<file path="src/rtl/serial_add_seq.sv">
// Bit-serial adder: two half adders plus a carry flip-flop iterated LSB-first over WIDTH cycles.
// Define SERIAL_ADD_SUB_EN to add the Sub input (A - B via ~B and a carry-in of 1).
module serial_add_seq #(
    parameter int WIDTH = 8
) (
    input  logic             CLK,
    input  logic             RST,
    input  logic             Start,
    input  logic [WIDTH-1:0] A,
    input  logic [WIDTH-1:0] B,
`ifdef SERIAL_ADD_SUB_EN
    input  logic             Sub,
`endif
    output logic             Busy,
    output logic             Done,
    output logic [WIDTH-1:0] S,
    output logic             Co
);

    localparam int CNT_W = (WIDTH > 1) ? $clog2(WIDTH) : 1;

    typedef enum logic [1:0] {
        IDLE  = 2'd0,
        SHIFT = 2'd1,
        DONE  = 2'd2
    } state_t;

    state_t           state;
    state_t           state_next;
    logic [WIDTH-1:0] ra;
    logic [WIDTH-1:0] rb;
    logic [WIDTH-1:0] rs;
    logic [WIDTH-1:0] rs_next;
    logic [WIDTH-1:0] b_load;
    logic [CNT_W-1:0] count;
    logic             carry;
    logic             carry_next;
    logic             ha1_sum;
    logic             ha1_carry;
    logic             ha2_carry;
    logic             sum_bit;
    logic             last_bit;
    logic             load;
    logic             sub_sel;

`ifdef SERIAL_ADD_SUB_EN
    assign sub_sel = Sub;
`else
    assign sub_sel = 1'b0;
`endif

    // Subtraction is A + ~B + 1: invert B on load and seed the carry with 1.
    assign b_load   = sub_sel ? ~B : B;
    assign last_bit = (count == CNT_W'(WIDTH - 1));

    always_comb begin
        ha1_sum    = ra[0] ^ rb[0];
        ha1_carry  = ra[0] & rb[0];
        sum_bit    = ha1_sum ^ carry;
        ha2_carry  = ha1_sum & carry;
        carry_next = ha1_carry | ha2_carry;
    end

    // New sum bit enters at the MSB end so the LSB-first stream lands in place after WIDTH shifts.
    assign rs_next = WIDTH'({sum_bit, rs} >> 1);

    always_ff @(posedge CLK or posedge RST) begin
        if (RST) begin
            state <= IDLE;
        end else begin
            state <= state_next;
        end
    end

    always_comb begin
        state_next = state;
        Busy       = 1'b0;
        Done       = 1'b0;
        load       = 1'b0;
        case (state)
            IDLE: begin
                if (Start) begin
                    load       = 1'b1;
                    state_next = SHIFT;
                end
            end
            SHIFT: begin
                Busy = 1'b1;
                if (last_bit) begin
                    state_next = DONE;
                end
            end
            DONE: begin
                Done       = 1'b1;
                state_next = IDLE;
            end
            default: begin
                state_next = IDLE;
            end
        endcase
    end

    // S and Co only update on the final shift, so they hold the previous result while busy.
    always_ff @(posedge CLK or posedge RST) begin
        if (RST) begin
            ra    <= '0;
            rb    <= '0;
            rs    <= '0;
            carry <= 1'b0;
            count <= '0;
            S     <= '0;
            Co    <= 1'b0;
        end else if (load) begin
            ra    <= A;
            rb    <= b_load;
            rs    <= '0;
            carry <= sub_sel;
            count <= '0;
        end else if (state == SHIFT) begin
            ra    <= ra >> 1;
            rb    <= rb >> 1;
            rs    <= rs_next;
            carry <= carry_next;
            count <= count + CNT_W'(1);
            if (last_bit) begin
                S  <= rs_next;
                Co <= carry_next;
            end
        end
    end

endmodule

</file>
<file path="config.mk">
export PLATFORM = sky130hd
export DESIGN_NAME = serial_add_seq
export DESIGN_NICKNAME = d
export VERILOG_FILES = /design/src/rtl/serial_add_seq.sv
export SDC_FILE = /design/constraint.sdc
export NUM_CORES = 1
export LEC_CHECK = 0
export ABC_AREA = 1
export BUFFER_PORTS_ARGS = -buffer_cell sky130_fd_sc_hd__buf_2
export CELL_PAD_IN_SITES_DETAIL_PLACEMENT = 0
export CELL_PAD_IN_SITES_GLOBAL_PLACEMENT = 1
export CORE_MARGIN = 1
export CORE_UTILIZATION = 41
export CTS_CLUSTER_DIAMETER = 150
export CTS_CLUSTER_SIZE = 10
export DETAILED_ROUTE_END_ITERATION = 8
export PLACE_DENSITY_LB_ADDON = 0.3
export SYNTH_ARGS = -nofsm -noshare
export SYNTH_HDL_FRONTEND = slang
export SYNTH_SLANG_ARGS = --single-unit
</file>
<file path="constraint.sdc">
create_clock -name CLK -period 1.55 [get_ports CLK]
set_input_delay 0.0775 -clock CLK [delete_from_list [all_inputs] [get_ports CLK]]
set_output_delay 0.0775 -clock CLK [all_outputs]
set_load 0.05 [all_outputs]
</file>
==> qor_table.md <==
| Metric | Reported | Unit |
| --- | --- | --- |
| Run status | finished clean | - |
| Critical path type | flip-flop to primary output | - |
| Fraction of power consumed by the clock network | 15.6 | % |
| Switching power summed over all nets | 1781 | uW |
| Dominant combinational cell family by area after synthesis | simple AND/OR/NAND/NOR gates | - |
| I/O pin count | 30 | - |
| Post-Synthesis Net Count | 208 | - |
| Vertical extent of the die | 66.16 | um |
| Clock transition at the register clock pins on the worst setup and hold paths after CTS | 0.07 | ns |
| Starting utilization of the core area | 44.43 | % |
| Final Hold Violating Endpoints | 0 | - |
| Main area contributors after synthesis | sky130_fd_sc_hd__dfrtp_1, sky130_fd_sc_hd__nand3_1, sky130_fd_sc_hd__nand2_1 | - |
| DRT iter0 DRCs | 127 | - |
| Fraction of power consumed by sequential logic | 40.3 | % |
| XOR/XNOR Fraction of Synth Area | 0 | % |
| Worst IR Drop VDD | 1032 | uV |
| Yosys warning total | 0 | - |
| Type of element capturing the critical path | primary output | - |
| Maximum number of pins on one net before global-route repair | 39 | - |
| Total power after layout | 4055 | uW |
| Sw Ratio | 43.92 | % |
| DRC | 0 | - |
| Cell Rows | 22 | - |
| Via count of the first global-routing pass | 1368 | - |
| DP Area | 0.001888 | mm^2 |
| Global-route total usage across every layer | 18.52 | % |
| Antenna violations before repair | 0 | - |
| Post-placement cell count | 262 | - |
| Routed via count | 1380 | - |
| Peak fanout along the critical path | 5 | - |
| Via density per instance | 5.074 | - |
| Fraction of the core area covered by cells at the end of the flow | 52.50 | % |
| Layout Cells excl Fill | 272 | - |
| Total routed wirelength | 3444 | um |
| Crit path DAT | 1.23 | ns |
| Mux contribution to synthesized area | 0 | % |
| Max capacitance violation total | 0 | - |
| Actual slew at the worst max-slew pin | 0.4794 | ns |
| Layout net count | 246 | - |
| Final number of setup-violating endpoints | 0 | - |
| Cell at the root of the clock tree | sky130_fd_sc_hd__clkbuf_8 | - |
| Mean instance size in the synthesized netlist | 9.075 | um^2 |
| Part of the cycle the worst path needs | 84.17 | % |
| Die W | 66.16 | um |
| Type of the tightest min-delay check | input pin to flip-flop | - |
| Simple logic cell fraction of the synthesized area | 34.47 | % |
| Power Internal | 2274 | uW |
| Synthesis-to-finish area growth | 18.16 | % |
| Full die area | 0.004377 | mm^2 |
| Post-Synthesis Cells | 186 | - |
| Share of synthesized registers carrying an async set or reset | 100.0 | % |
| WP data required | 1.47 | ns |
| Routability cong. | 0.7803 | - |
| Fmax | 766.5 | MHz |
| Grt ovf | 0 | - |
| Worst slew slack as a fraction of its limit | 68.04 | % |
| Per-cell routed wire length | 12.66 | um |
| Count of flip-flops with a built-in enable after synthesis | 0 | - |
| Final Skew | 0.007461 | ns |
| Adder-cell area share of the yosys netlist | 2.669 | % |
| Library cell with the highest instance count after synthesis | sky130_fd_sc_hd__nand2_1 | - |
| List of most frequent post-synthesis cells | sky130_fd_sc_hd__nand2_1, sky130_fd_sc_hd__nand3_1, sky130_fd_sc_hd__dfrtp_1 | - |
| FF-to-FF path depth | 6 | - |
| TritonCTS clock tree | built | - |
| Leakage power figure | 0.001068 | uW |
| Total of buffers placed on input and output ports | 29 | - |
| Total clock buffers created by CTS | 5 | - |
| Time the final worst path needs with I/O delays and setup | 1.305 | ns |
| Part of the total power dissipated in combinational logic | 44.0 | % |
| Core Region | 0.003799 | mm^2 |
| Unrepaired setup endpoints after global routing | false | - |
| Count of distinct cell types in the synthesized netlist | 16 | - |
| Largest area contributor in the netlist | sky130_fd_sc_hd__dfrtp_1 | - |
| Sequential area share after synthesis | 56.34 | % |
| Prevailing post-synth register cell | sky130_fd_sc_hd__dfrtp_1 | - |
| Number of detailed-routing iterations run before antenna repair | 4 | - |
| Kind of start point of the critical path | flip-flop | - |
| Number of stages on the worst hold path | 3 | - |
| Combined area of all synthesized cells | 0.001688 | mm^2 |
| Proportion of netlist area held by the largest area contributor | 56.34 | % |
| CTS H-Tree Depth | 2 | - |
| Number of buffers inserted by post-CTS setup repair | 0 | - |
| Layout cells sized above 1 | 21.43 | % |
| Maximum root-to-sink buffer count | 2 | - |
| Total inserted antenna cells | 0 | - |
| Compound-gate portion of the synthesized area | 0.5930 | % |
| Remaining antenna violation count after routing | 0 | - |
| Flops & latches, synth | 38 | - |
| Final TNS setup | 0 | ns |
| Post-DP HPWL | 2257 | um |
| Max Slew Vio Count | 0 | - |
| Areal power density over the cells | 2033 | mW/mm^2 |
| Final standard cell area without fillers | 0.001994 | mm^2 |
| Number of gates resized after cts | 0 | - |
| Clock sink count | 38 | - |
| Latest clock arrival within the worst-skew pair | 0.29 | ns |
| CTS Hold Buffers Added | 3 | - |
| Wire length of the first global-routing pass | 6051 | um |
==> layout make-up <==
cell class / instances / area (um^2)
clock buffer: 7 / 76.32
fill: 381 / 1804
inverter: 4 / 15.01
multi-input combinational: 134 / 636.9
sequential: 38 / 950.9
tap: 48 / 60.06
timing repair buffer: 41 / 255.2
==> final timing paths <==
check	startpoint	endpoint	slack, ns
min reg2reg	S[2]$_DFFE_PP0P_	S[2]$_DFFE_PP0P_	0.47
max reg2reg	state[1]$_DFFE_PP0P_	S[6]$_DFFE_PP0P_	0.28
min in group asynchronous	RST	rb[6]$_DFFE_PP0P_	0.44
min	B[2]	rb[2]$_DFFE_PP0P_	0.03
max	state[0]$_DFFE_PP0P_	Busy	0.25
max in group asynchronous	RST	S[5]$_DFFE_PP0P_	0.77
==> logic make-up after synthesis <==
family,after synthesis
fa+ha+maj,3
simple gates,129
compound gates,2
buf+inv,14
flops,38
==> registers in the layout, summed over array words and instances, names as in the netlist <==
signal  count
S           8
ra          8
rb          8
rs          7
count       3
state       2
Co          1
carry       1
==> routing by layer <==
metal | up-vias | share of wire, % | global-route usage, %
met5 | - | 0 | 0
met4 | 0 | 1.8 | 8.777
met3 | 7 | 5.1 | 4.655
met2 | 32 | 45 | 27.42
met1 | 660 | 48 | 25.25
li1 | 681 | - | -
==> per-stage QoR <==
stage          hold slack (ns)  worst slack (ns)
6_report               0.02791            0.2453
3_3_place_gp            0.2117            0.3132
4_1_cts                0.03256            0.2298
5_1_grt                0.04306            0.1604
3_5_place_dp            0.2208            0.2776
2_1_floorplan           0.1871            0.3515
==> critical path, cell delays in order (launching register included) <==
cell	delay, ns
sky130_fd_sc_hd__dfrtp_1	0.36
sky130_fd_sc_hd__buf_4	0.14
sky130_fd_sc_hd__inv_2	0.04
sky130_fd_sc_hd__nor2_4	0.11
sky130_fd_sc_hd__buf_2	0.28
==> power by group through the flow <==
stage	clock [uW]	sequential, uW	combinational, uW
2_1_floorplan	0	2010	1020
3_3_place_gp	0	1640	1770
3_5_place_dp	0	1650	1800
4_1_cts	655	1640	1810
5_1_grt	698	1680	1970
6_report	634	1630	1790
==> layout by cell type (no fill, tap or decap) <==
master                          netlist  routed
sky130_fd_sc_hd__buf_12               0       1
sky130_fd_sc_hd__buf_2                2      29
sky130_fd_sc_hd__buf_4                2       8
sky130_fd_sc_hd__clkbuf_1             1       2
sky130_fd_sc_hd__clkbuf_8             0       5
sky130_fd_sc_hd__dfrtp_1             38      38
sky130_fd_sc_hd__dlygate4sd3_1        0       3
sky130_fd_sc_hd__fa_1                 1       1
sky130_fd_sc_hd__ha_1                 2       2
sky130_fd_sc_hd__inv_1                3       3
sky130_fd_sc_hd__inv_2                1       1
sky130_fd_sc_hd__nand2_1             67      67
sky130_fd_sc_hd__nand2_2              2       2
sky130_fd_sc_hd__nand3_1             55      55
sky130_fd_sc_hd__nor2_1               3       3
sky130_fd_sc_hd__nor2_4               1       1
sky130_fd_sc_hd__nor2_8               1       1
sky130_fd_sc_hd__o21ai_0              2       2
No activity file was read; power rests on OpenSTA's default activity.
